**src/rtl/rv32_pkg.sv**
```systemverilog
// Shared RV32I definitions for the pipeline stages:
// opcodes, funct3 encodings, NOP bubble, mem-stage FSM state.
package rv32_pkg;

  localparam logic [6:0] OP     = 7'b0110011;
  localparam logic [6:0] OPI    = 7'b0010011;
  localparam logic [6:0] LOAD   = 7'b0000011;
  localparam logic [6:0] STORE  = 7'b0100011;
  localparam logic [6:0] SYSTEM = 7'b1110011;
  localparam logic [6:0] JAL    = 7'b1101111;
  localparam logic [6:0] JALR   = 7'b1100111;

  localparam logic [2:0] F3_B  = 3'd0;
  localparam logic [2:0] F3_H  = 3'd1;
  localparam logic [2:0] F3_W  = 3'd2;
  localparam logic [2:0] F3_BU = 3'd4;
  localparam logic [2:0] F3_HU = 3'd5;

  localparam logic [31:0] NOP_INST = 32'h0000_0013;

  typedef enum logic {
    S_IDLE,
    S_BUS
  } mem_state_t;

  function automatic logic f3_legal(
    input logic       store,
    input logic [2:0] f3
  );
    if (store)
      return f3 inside {F3_B, F3_H, F3_W};
    return f3 inside {F3_B, F3_H, F3_W, F3_BU, F3_HU};
  endfunction

endpackage

```
**src/rtl/mem_align.sv**
```systemverilog
// Combinational lane logic: store sel/data, load extract/extend,
// misalignment. Ports: funct3, addr (low bits), st_data, ld_raw in;
// sel, st_wdata, ld_data, misaligned out.
module mem_align
  import rv32_pkg::*;
(
  input  logic [2:0]  funct3,
  input  logic [1:0]  addr,
  input  logic [31:0] st_data,
  input  logic [31:0] ld_raw,
  output logic [3:0]  sel,
  output logic [31:0] st_wdata,
  output logic [31:0] ld_data,
  output logic        misaligned
);

  logic [31:0] sh;
  logic        sx;

  assign sh = ld_raw >> {addr, 3'b000};
  // funct3[2] clear means signed load
  assign sx = ~funct3[2];

  always_comb begin
    sel        = 4'b0000;
    st_wdata   = st_data;
    ld_data    = 32'h0;
    misaligned = 1'b0;
    case (funct3[1:0])
      2'b00: begin
        sel      = 4'b0001 << addr;
        st_wdata = {4{st_data[7:0]}};
        ld_data  = {{24{sx & sh[7]}}, sh[7:0]};
      end
      2'b01: begin
        sel        = 4'b0011 << addr;
        st_wdata   = {2{st_data[15:0]}};
        ld_data    = {{16{sx & sh[15]}}, sh[15:0]};
        misaligned = addr[0];
      end
      2'b10: begin
        sel        = 4'b1111;
        st_wdata   = st_data;
        ld_data    = sh;
        misaligned = |addr;
      end
      default: ;
    endcase
  end

endmodule

```
**src/rtl/stage_mem.sv**
```systemverilog
// RV32I memory stage: Wishbone-style data access, load formatting,
// exception flags, registered bundle to write-back.
// Ports: clk_i/rst_i, execute-side inputs (valid_i, flush_i, pc_i,
// instruction_i, funct3_i, alu_d_i, rs2_d_i, e_*_i), stall_o,
// registered write-back outputs (*_o), dbus_* master interface.
// STAGE_MEM_ACCESS_FAULT_EN adds e_ld/st_access_fault_o raised on
// bus error or wait timeout; without it those return 0 silently.
module stage_mem
  import rv32_pkg::*;
#(
  parameter int MAX_WAIT = 16
) (
  input  logic        clk_i,
  input  logic        rst_i,
  input  logic        valid_i,
  input  logic        flush_i,
  input  logic [31:0] pc_i,
  input  logic [31:0] instruction_i,
  input  logic [2:0]  funct3_i,
  input  logic [31:0] alu_d_i,
  input  logic [31:0] rs2_d_i,
  input  logic        e_illegal_inst_i,
  input  logic        e_inst_addr_mis_i,
  output logic        stall_o,
  output logic [31:0] pc_o,
  output logic [31:0] instruction_o,
  output logic [2:0]  funct3_o,
  output logic [31:0] alu_d_o,
  output logic [31:0] mem_d_o,
  output logic [31:0] mem_addr_o,
  output logic        e_illegal_inst_o,
  output logic        e_inst_addr_mis_o,
  output logic        e_ld_addr_mis_o,
  output logic        e_st_addr_mis_o,
`ifdef STAGE_MEM_ACCESS_FAULT_EN
  output logic        e_ld_access_fault_o,
  output logic        e_st_access_fault_o,
`endif
  output logic [31:0] dbus_addr_o,
  output logic [31:0] dbus_dat_o,
  output logic [3:0]  dbus_sel_o,
  output logic        dbus_we_o,
  output logic        dbus_cyc_o,
  output logic        dbus_stb_o,
  input  logic [31:0] dbus_dat_i,
  input  logic        dbus_ack_i,
  input  logic        dbus_err_i
);

  localparam int WW = $clog2(MAX_WAIT + 1);

  mem_state_t  state_q;
  logic [WW-1:0] wait_q;
  logic [31:0] pc_q;
  logic [31:0] inst_q;
  logic [31:0] addr_q;
  logic [2:0]  f3_q;
  logic        st_q;
  logic        flushed_q;

  logic        in_bus;
  logic        is_ld;
  logic        is_st;
  logic        mem_op;
  logic        f3_ok;
  logic        up_exc;
  logic        take;
  logic        go;
  logic        mis_ok;
  logic        tmo;
  logic        done;
  logic        fail;
  logic        kill;
  logic [2:0]  al_f3;
  logic [1:0]  al_a;
  logic [3:0]  al_sel;
  logic [31:0] al_wdat;
  logic [31:0] al_ldat;
  logic        al_mis;

  assign in_bus = (state_q == S_BUS);
  assign is_ld  = (instruction_i[6:0] == LOAD);
  assign is_st  = (instruction_i[6:0] == STORE);
  assign mem_op = is_ld | is_st;
  assign f3_ok  = f3_legal(is_st, funct3_i);
  assign up_exc = e_illegal_inst_i | e_inst_addr_mis_i;
  assign take   = valid_i & ~flush_i;
  assign go     = mem_op & f3_ok & ~al_mis & ~up_exc;
  assign mis_ok = f3_ok & al_mis & ~up_exc;

  // In BUS the aligner formats the returning word for the held access
  assign al_f3 = in_bus ? f3_q : funct3_i;
  assign al_a  = in_bus ? addr_q[1:0] : alu_d_i[1:0];

  mem_align u_align (
    .funct3     (al_f3),
    .addr       (al_a),
    .st_data    (rs2_d_i),
    .ld_raw     (dbus_dat_i),
    .sel        (al_sel),
    .st_wdata   (al_wdat),
    .ld_data    (al_ldat),
    .misaligned (al_mis)
  );

  assign tmo  = (wait_q == WW'(MAX_WAIT));
  assign done = in_bus & (dbus_ack_i | dbus_err_i | tmo);
  assign fail = dbus_err_i | (tmo & ~dbus_ack_i);
  assign kill = flushed_q | flush_i;

  assign stall_o = in_bus ? ~done : (take & go);

  always_ff @(posedge clk_i or posedge rst_i) begin
    if (rst_i) begin
      state_q           <= S_IDLE;
      wait_q            <= '0;
      pc_q              <= '0;
      inst_q            <= '0;
      addr_q            <= '0;
      f3_q              <= '0;
      st_q              <= 1'b0;
      flushed_q         <= 1'b0;
      pc_o              <= '0;
      instruction_o     <= NOP_INST;
      funct3_o          <= '0;
      alu_d_o           <= '0;
      mem_d_o           <= '0;
      mem_addr_o        <= '0;
      e_illegal_inst_o  <= 1'b0;
      e_inst_addr_mis_o <= 1'b0;
      e_ld_addr_mis_o   <= 1'b0;
      e_st_addr_mis_o   <= 1'b0;
      dbus_addr_o       <= '0;
      dbus_dat_o        <= '0;
      dbus_sel_o        <= '0;
      dbus_we_o         <= 1'b0;
      dbus_cyc_o        <= 1'b0;
      dbus_stb_o        <= 1'b0;
    end else begin
      case (state_q)
        S_IDLE: begin
          if (take && go) begin
            state_q     <= S_BUS;
            wait_q      <= '0;
            flushed_q   <= 1'b0;
            pc_q        <= pc_i;
            inst_q      <= instruction_i;
            f3_q        <= funct3_i;
            addr_q      <= alu_d_i;
            st_q        <= is_st;
            dbus_addr_o <= {alu_d_i[31:2], 2'b00};
            dbus_dat_o  <= al_wdat;
            dbus_sel_o  <= al_sel;
            dbus_we_o   <= is_st;
            dbus_cyc_o  <= 1'b1;
            dbus_stb_o  <= 1'b1;
            // write-back sees a bubble while the access is in flight
            instruction_o     <= NOP_INST;
            e_illegal_inst_o  <= 1'b0;
            e_inst_addr_mis_o <= 1'b0;
            e_ld_addr_mis_o   <= 1'b0;
            e_st_addr_mis_o   <= 1'b0;
          end else if (take) begin
            pc_o              <= pc_i;
            instruction_o     <= instruction_i;
            funct3_o          <= funct3_i;
            alu_d_o           <= alu_d_i;
            mem_addr_o        <= alu_d_i;
            mem_d_o           <= '0;
            e_illegal_inst_o  <= e_illegal_inst_i | (mem_op & ~f3_ok);
            e_inst_addr_mis_o <= e_inst_addr_mis_i;
            e_ld_addr_mis_o   <= is_ld & mis_ok;
            e_st_addr_mis_o   <= is_st & mis_ok;
          end else begin
            instruction_o     <= NOP_INST;
            e_illegal_inst_o  <= 1'b0;
            e_inst_addr_mis_o <= 1'b0;
            e_ld_addr_mis_o   <= 1'b0;
            e_st_addr_mis_o   <= 1'b0;
          end
        end
        S_BUS: begin
          if (done) begin
            state_q    <= S_IDLE;
            dbus_cyc_o <= 1'b0;
            dbus_stb_o <= 1'b0;
            if (kill) begin
              instruction_o <= NOP_INST;
            end else begin
              pc_o          <= pc_q;
              instruction_o <= inst_q;
              funct3_o      <= f3_q;
              alu_d_o       <= addr_q;
              mem_addr_o    <= addr_q;
              mem_d_o       <= (fail | st_q) ? 32'h0 : al_ldat;
            end
            e_illegal_inst_o  <= 1'b0;
            e_inst_addr_mis_o <= 1'b0;
            e_ld_addr_mis_o   <= 1'b0;
            e_st_addr_mis_o   <= 1'b0;
          end else begin
            wait_q    <= wait_q + WW'(1);
            flushed_q <= flushed_q | flush_i;
          end
        end
        default: state_q <= S_IDLE;
      endcase
    end
  end

`ifdef STAGE_MEM_ACCESS_FAULT_EN
  logic flt_wr;
  logic flt;

  // fault flags follow every write of the output register
  assign flt_wr = ~in_bus | done;
  assign flt    = in_bus & ~kill & fail;

  always_ff @(posedge clk_i or posedge rst_i) begin
    if (rst_i) begin
      e_ld_access_fault_o <= 1'b0;
      e_st_access_fault_o <= 1'b0;
    end else if (flt_wr) begin
      e_ld_access_fault_o <= flt & ~st_q;
      e_st_access_fault_o <= flt & st_q;
    end
  end
`endif

endmodule

```
**config.mk**
```make
export PLATFORM = sky130hd
export DESIGN_NAME = stage_mem
export DESIGN_NICKNAME = d
export VERILOG_FILES = /design/src/rtl/rv32_pkg.sv /design/src/rtl/mem_align.sv /design/src/rtl/stage_mem.sv
export SDC_FILE = /design/constraint.sdc
export NUM_CORES = 1
export LEC_CHECK = 0
export ABC_AREA = 1
export CORE_MARGIN = 4
export CORE_UTILIZATION = 40
export DETAILED_ROUTE_END_ITERATION = 6
export PLACE_DENSITY = 0.74
export SLEW_MARGIN = 0
export SYNTH_ARGS = -nofsm -noshare
export SYNTH_HDL_FRONTEND = slang
export SYNTH_HIERARCHICAL = 1
export SYNTH_SLANG_ARGS = --single-unit
```
**constraint.sdc**
```tcl
create_clock -name clk_i -period 28 [get_ports clk_i]
set_input_delay 8.4 -clock clk_i [delete_from_list [all_inputs] [get_ports clk_i]]
set_output_delay 8.4 -clock clk_i [all_outputs]
set_load 0.01 [all_outputs]
```
* Word-level counts from Yosys, hierarchy flattened
Cells that the tools add are included.
** Storage, ports and cells
- Logic and storage cells :: 140
- Input bits :: 171
- Bits in registers :: 309
- Output and inout bits :: 239
** Cells by class
- Multiplexer cells :: 60
- Bitwise logic cells :: 30
- Reduce and logical (&&, ||, !) cells :: 10
- Equality and inequality tests :: 15
- Add/subtract/negate cells :: 1
- Shifts and indexed selects :: 3
** Operators by type and width (count)
- $mux W32 :: 17
- $pmux W32 S2 :: 5
- $pmux W32 S3 :: 1
- $shr A32 B5 Y32 :: 1
- $mux W1 :: 18
- $pmux W1 S2 :: 8
- $mux W3 :: 5
- $and A1 B1 Y1 :: 14
- $pmux W4 S3 :: 1
- $mux W5 :: 2
- $ne A2 B2 Y1 const B :: 5
- $pmux W5 S2 :: 1
- $not A1 Y1 :: 8
- $or A1 B1 Y1 :: 8
- $eq A7 B2 Y1 const B :: 1
- $eq A7 B6 Y1 const B :: 1
- $eq A3 B3 Y1 const B :: 2
- $pmux W3 S2 :: 1
- $reduce_and A2 Y1 :: 3
- $add A5 B1 Y5 const B :: 1
- $eq A5 B5 Y1 const B :: 1
- $reduce_bool A5 Y1 :: 1
- $reduce_and A4 Y1 :: 1
- $shl A1 B2 Y4 const A :: 1
- 12 further kinds :: 12

* Longest topological paths before layout
Gate-level depths: netlist of the first run.
- Depth after elaboration :: 10
- Gate-level depth with buffers :: 19
- Depth with buffers taken out :: 14

* Modules after synthesis
Netlist of the first run, hierarchy kept.
** Modules (own cells, without submodules)
- stage_mem :: area each 12754.7 µm², cells an instance 1557, instances 1, sequential area each 6985.4 µm²
- mem_align :: area each 1552.7 µm², cells an instance 316, instances 1, sequential area each 0.0 µm²

* Least setup slack after synthesis of the first run
No wires, ideal clock.
- Path type :: input -> output
- Start point :: in funct3_i[1]
- End point :: out stall_o
- Required time :: 19600 ps
- Path buffers :: 1
- Slack :: 9254 ps
- Cell stages on the path :: 12
- Arrival time :: 10346 ps
- Cells stage by stage :: inv_1 o21ai_0 inv_1 ha_1 o21ai_0 a21oi_1 inv_1 nand3_1 nor2_2 nand3_4 buf_4 nand2_1
** Between the ends
- Elaborated cells between the ends (all ways) :: 19
- Classes of those cells :: 6 x eq/ne; 5 x mux; 5 x bitwise; 3 x reduce/logical
** RTL lines
- start: declaration :: RTL line stage_mem.sv:19 : input logic [2:0] funct3_i,
- $mux W3 * :: RTL line stage_mem.sv:92 : assign al_f3 = in_bus ? f3_q : funct3_i;
- via al_f3[1] :: RTL line stage_mem.sv:74 : logic [2:0] al_f3;
- $eq A2 B2 Y1 / $eq A2 B1 Y1 (equally long branches) :: RTL line mem_align.sv:29 : case (funct3[1:0])
- $pmux W1 S2 * :: RTL line mem_align.sv:29
- via al_mis :: RTL line stage_mem.sv:79 : logic al_mis;
- $not A1 Y1 * :: RTL line stage_mem.sv:88 : assign go = mem_op & f3_ok & ~al_mis & ~up_exc;
- $and A1 B1 Y1 * (2 in series) :: RTL line stage_mem.sv:88
- $and A1 B1 Y1 * :: RTL line stage_mem.sv:111 : assign stall_o = in_bus ? ~done : (take & go);
- $mux W1 * :: RTL line stage_mem.sv:111
- end: declaration :: RTL line stage_mem.sv:24 : output logic stall_o,
Mark *: on every way through the listed nets, which the timed path passes. The rest lies on a longest branch. The select of a mux whose other input is x is not followed.

* Final worst setup path of the first run
Same ends and word-level chain as after synthesis.

==> results_dict.tcl, run 1 <==
set metrics [dict create \
    grt_pass1_wl_mm 71.9 \
    cts_hold_buf 0 \
    ant_nets 0 \
    die-area_um2 38900 \
    diodes 0 \
    timing.fmax_ghz 0.0479 \
    rr_worst_depth 13 \
    die_y_um 197 \
    clockBufferDepth 3 \
    setup_tns_ns 0 \
    initial_core_util_pct 40.4 \
    num_rows 69 \
    crit_path_top_delay_cell "o21ai_0" \
    cts_setup_buffers 0 \
    post_drt_wl_per_cell_um 17.3 \
    min_from "mem_d_o[7]" \
    gp_congestion 0.925 \
    p_leak_nw 9.33 \
    firstDrtPassIters 5 \
    worstPathCellList "clkdlybuf4s50_1, inv_1, o21ai_0, inv_1, ha_1, nand2_1, a21oi_1, inv_1, nand3_1, nor2_2, nand3_4, nand2_1, clkdlybuf4s50_1" \
    first_iter_violations 870 \
    required_ns 19.60 \
    worst-path-buf-inv 5 \
    regToRegStartpoint "in_bus" \
    grt_start_max_net_pins 126 \
    synthCells 1873 \
    ys_ff_latch 279 \
    critPathKind "in2out" \
    final_layout_size_suffix_gt1_share_pct 5.29 \
    port_buffers 407 \
    place_area_um2 17900 \
    clkPwrFrac_pct 43.9 \
    p_per_area_nw_per_um2 54.5 \
    fp.coreArea_um2 35400 \
    swShare_pct 25.4 \
    routed_via_density 5.15 \
    status "finished, final reports clean" \
    yosysWarningCount 6 \
    vias 13500 \
    worst_pin_slew_ns 1.21 \
    grt_pass1_vias 13300 \
    clk_pin_slew_ns 0.06 \
    ff2ff_setup_slack_ns 22.40 \
    syn_area_per_cell_um2 7.64 \
    cts_root_buf "clkbuf_16" \
    ctsHtreeMaxLevel 1 \
    finalInstanceArea_um2 19000 \
    utilization_pct 53.8 \
    p_comb_share_pct 14.2 \
    critPathMaxStageDelay_ns 0.75 \
    vdd_ir_drop_max_mv 0.0465 \
    setup_violations 0 \
    crit_fanout 67 \
    clkSinkCount 279 \
    rsz0062_at_grt "false" \
    syn_area_um2 14300 \
    p_switching_mw 0.263 \
    track_usage_pct 22.4 \
    pwr-share-seq_pct 41.9 \
    wl_mm 45.2 \
    cts_tree "done" \
    drc_errors 0 \
    synthDistinctLibCells 38 \
    grt_overflow 0 \
    total_power_mw 1.04 \
    holdPathEnd "mem_d_o[7]" \
    cts-resized-gates 0 \
    power.internal_mw 0.774 \
    hpwl_mm 30.9 \
    max-slew-margin-rel_pct 19.1 \
    die_w_um 197 \
    worstSkewPairLatency_ns 0.57 \
    path_common_cell "inv_1" \
    drv_slew 0 \
    arrival_ns 12.50 \
    min_path_cells 2 \
    yosysSeqAreaShare_pct 48.8 \
    holdCritPathClass "reg2reg" \
    area_growth_pct 33.0 \
    r2r-end "pc_o[4]" \
    numCtsBuffers 31 \
    clock_skew_ns 0.0125 \
    endpoint_kind "primary output" \
    antenna_found_initial 2 \
    max_cap_viol_count 0 \
    final_hold_viol_count 0 \
    min_period_over_period_pct 74.6 \
    crit_path_start_kind "primary input" \
    io_pins 410 \
    crit_family "simple AND/OR/NAND/NOR gates" \
    fin_crit_ns 20.90 \
    num-nets-final 2307 \
]
## worst reg2reg max path, cell delays in order, from the launching register on
cell and delay, ns:
dfrtp_4 0.68, o21ai_0 0.86, inv_1 0.16, ha_1 0.31, o21ai_0 0.06, a21oi_1 0.19, inv_1 0.08, nand3_1 0.10
nor2_2 0.07, nand3_4 0.58, buf_4 0.97, buf_4 1.00, nand4_1 0.33, nand2_1 0.14
## layout make-up
| cell class | count | area (um2) |
|---|---|---|
| Clock buffer | 39 | 876 |
| Clock inverter | 18 | 280 |
| Fill cell | 3289 | 16400 |
| Inverter | 135 | 518 |
| Multi-Input combinational cell | 1263 | 5620 |
| Sequential cell | 279 | 6990 |
| Tap cell | 461 | 577 |
| Timing Repair Buffer | 420 | 4170 |
## per-stage QoR
stage          instances  hold WS, ns  setup WS (ns)
4_1_cts             2615        0.463           7.08
6_report            2615        0.470           7.10
2_1_floorplan       1874        0.431           9.25
3_3_place_gp        2558        0.446           7.27
3_5_place_dp        2558        0.447           7.08
5_1_grt             2615        0.486           6.75
## flip-flops by register name, indices dropped and copies added, names as in the netlist, 5 cells and up
register and count:
addr_q 32, dbus_dat_o 32, inst_q 32, instruction_o 32, mem_addr_o 32, mem_d_o 32, pc_o 32, pc_q 32
wait_q 5
## routing by layer
layer	GRT usage (%)	part of all wire (%)	vias to the layer above
li1	-	-	6380
met1	29.3	41	6423
met2	37.1	47	575
met3	6.31	9.7	78
met4	5.50	2.4	2
met5	0	0.015	-
## kinds of logic after synthesis
family	synth area share, %
compound gates	7.26
xor+xnor	0.122
fa+ha+maj	0.525
buf+inv	12.1
flops	48.8
other cells	0.0262
simple gates	31.2
## placed cells by master, fill, tap and decap left out, types with 13 or more instances in the layout
cell and instances:
inv_1 126, nand2_1 790, nor2_1 52, buf_4 13
clkdlybuf4s50_1 407, clkbuf_16 31, nand4_1 102, o21ai_0 170
nand3_1 77, dfrtp_1 275
## synthesized netlist by cell type, drive strengths merged
| cell type | number | area, um2 |
|---|---|---|
| dfrtp | 276 | 6910 |
| o21bai | 1 | 7.51 |
| inv | 134 | 505 |
| a21oi | 11 | 55.1 |
| nor3 | 2 | 10.0 |
| xor2 | 1 | 8.76 |
| nand3 | 91 | 556 |
| o31ai | 3 | 22.5 |
| o22ai | 8 | 50.1 |
| a22o | 1 | 8.76 |
| buf | 172 | 1120 |
| nand4 | 102 | 638 |
| xnor2 | 1 | 8.76 |
| o21ai | 175 | 880 |
| ha | 6 | 75.1 |
| clkbuf | 25 | 95.1 |
| or2 | 3 | 18.8 |
| o21a | 1 | 7.51 |
| clkinv | 1 | 3.75 |
| dfstp | 3 | 78.8 |
| a21boi | 1 | 7.51 |
| nor2 | 59 | 239 |
| conb | 1 | 3.75 |
| nand2 | 795 | 3000 |
## power groups by stage
stage	registers, mW	logic [mW]	clock network (mW)
floorplan	0.446	0.0646	0
global placement	0.441	0.147	0
detailed placement	0.442	0.148	0
CTS	0.435	0.149	0.466
global route	0.437	0.161	0.484
finish	0.435	0.148	0.455
## how the worst max path moves through the flow
stage | startpoint | endpoint | slack [ns] | cells past startpoint
final | funct3_i[1] | stall_o | 7.10 | 13
after global routing | funct3_i[1] | stall_o | 6.75 | 13
after CTS | funct3_i[1] | stall_o | 7.08 | 13
after detailed placement | funct3_i[1] | stall_o | 7.08 | 13
after global placement | funct3_i[1] | stall_o | 7.27 | 13
after floorplan | funct3_i[1] | stall_o | 9.25 | 12
No activity file was read; power rests on OpenSTA's default activity.
==> run 2, diff against run 1 <==
--- a/config.mk
+++ b/config.mk
@@ -9,7 +9,7 @@
 export CORE_MARGIN = 4
 export CORE_UTILIZATION = 40
 export DETAILED_ROUTE_END_ITERATION = 6
-export PLACE_DENSITY = 0.74
+export PLACE_DENSITY = 0.77
 export SLEW_MARGIN = 0
 export SYNTH_ARGS = -nofsm -noshare
 export SYNTH_HDL_FRONTEND = slang
==> constraint.sdc (replaced) <==
create_clock -name clk_i -period 16.76 [get_ports clk_i]
set_input_delay 5.028 -clock clk_i [delete_from_list [all_inputs] [get_ports clk_i]]
set_output_delay 5.028 -clock clk_i [all_outputs]
set_load 0.01 [all_outputs]
==> results_dict.tcl, run 2 (same netlist as run 1, synthesis figures left out) <==
set metrics [dict create \
    drv_slew 0 \
    arrival_ns 8.54 \
    multi_input_area_um2 5620 \
    wl_mm 45.1 \
    finalInstanceArea_um2 19000 \
    drc_errors 0 \
    holdCritPathClass "reg2reg" \
    area_growth_pct 32.5 \
    critPathMaxStageDelay_ns 0.64 \
    total_power_mw 1.66 \
    num-nets-final 2311 \
    ctsHtreeMaxLevel 1 \
    grt_pass1_wl_mm 71.6 \
    min_from "inst_q[0]" \
    setup_tns_ns 0 \
    required_ns 11.73 \
    die_w_um 197 \
    worst-path-buf-inv 6 \
    critPathKind "in2out" \
    die_y_um 197 \
    worstPathCellList "clkdlybuf4s50_1, inv_1, o21ai_0, inv_1, ha_1, inv_1, a21oi_1, inv_1, nand3_1, nor2_2, nand3_4, nand2_1, clkdlybuf4s50_1" \
    max_cap_viol_count 0 \
    fp.coreArea_um2 35400 \
    initial_core_util_pct 40.4 \
    ff2ff_setup_slack_ns 11.35 \
    grt_start_max_net_pins 120 \
    worstSkewPairLatency_ns 0.57 \
    cts_hold_buf 0 \
    port_buffers 407 \
    hpwl_mm 31.2 \
    cts_setup_buffers 0 \
    antenna_found_initial 4 \
    min_path_cells 1 \
    grt_overflow 0 \
    place_area_um2 17900 \
    path_common_cell "inv_1" \
    p_leak_nw 9.29 \
    fin_crit_ns 13.57 \
    cts-resized-gates 0 \
    n_fill_cell 3293 \
    min_period_over_period_pct 81.0 \
    cts_root_buf "clkbuf_16" \
    rsz0062_at_grt "false" \
    routed_via_density 5.11 \
    final_layout_size_suffix_gt1_share_pct 5.28 \
    die-area_um2 38900 \
    register_area_um2 6990 \
    final_cell_mix "790 x nand2_1, 407 x clkdlybuf4s50_1, 275 x dfrtp_1, 170 x o21ai_0, 126 x inv_1" \
    holdPathEnd "inst_q[0]" \
    worst_pin_slew_ns 1.08 \
    vias 13400 \
    rr_worst_depth 14 \
    clock_skew_ns 0.0141 \
    final_hold_viol_count 0 \
    clockBufferDepth 3 \
    endpoint_kind "primary output" \
    hold_ws_ns 0.464 \
    final_common_cell "nand2_1" \
    crit_path_start_kind "primary input" \
    timing.fmax_ghz 0.0737 \
    crit_fanout 46 \
    firstDrtPassIters 5 \
    track_usage_pct 22.3 \
    utilization_pct 53.5 \
    grt_pass1_vias 13500 \
    clkSinkCount 279 \
    setup_violations 0 \
    numCtsBuffers 31 \
    post_drt_wl_per_cell_um 17.2 \
    io_pins 410 \
    status "finished, final reports clean" \
    vdd_ir_drop_max_mv 0.0834 \
    p_per_area_nw_per_um2 87.6 \
    crit_path_top_delay_cell "clkdlybuf4s50_1" \
    num_rows 69 \
    crit_start "funct3_i[0]" \
    cts_tree "done" \
    clk_pin_slew_ns 0.06 \
    first_iter_violations 937 \
    max-slew-margin-rel_pct 27.8 \
    regToRegStartpoint "in_bus" \
    crit_family "buffers and inverters" \
    r2r-end "inst_q[0]" \
    gp_congestion 0.905 \
    ant_nets 0 \
]
-- run 2: area by class of cell --
cell class	count	area share [%]
Antenna cell	1	0.0132
Clock buffer	43	4.70
Timing Repair Buffer	424	22.2
Inverter	135	2.74
Clock inverter	14	0.792
Sequential cell	279	36.9
Multi-Input combinational cell	1263	29.7
Tap cell	461	3.04
-- run 2: power breakdown --
group          switching [mW]  internal, mW  total [mW]
registers              0.0224         0.704       0.726
logic                   0.123         0.125       0.247
clock network           0.284         0.403       0.687
total                   0.429          1.23        1.66
-- run 2: per-stage QoR --
step           std cells  setup slack, ns
2_1_floorplan       1874             4.04
3_3_place_gp        2562             3.35
3_5_place_dp        2562             3.16
4_1_cts             2619             3.16
5_1_grt             2619             2.85
6_report            2620             3.19
-- run 2: worst max-delay path by stage --
stage,to,slack (ns),cells past startpoint
finish,stall_o,3.19,13
global route,stall_o,2.85,13
CTS,stall_o,3.16,13
detailed placement,stall_o,3.16,13
global placement,stall_o,3.35,13
floorplan,addr_q[0],4.04,1
-- run 2: layer usage --
layer	GRT usage [%]	vias to the layer above	wire, um
met4	6.47	8	1350
li1	-	6395	-
met3	6.74	87	4500
met5	0	-	43
met2	37.1	577	21300
met1	28.4	6319	18000
-- run 2: worst reg2reg max path, stage by stage, from the launching register on --
cell and delay [ns]:
dfrtp_4 1.10, o21ai_0 0.47, inv_1 0.22, ha_1 0.18, inv_1 0.09, a21oi_1 0.19, inv_1 0.08, nand3_1 0.11
nor2_2 0.07, nand3_4 0.41, buf_4 0.74, buf_4 0.74, inv_2 0.16, buf_4 0.37, or2_2 0.37
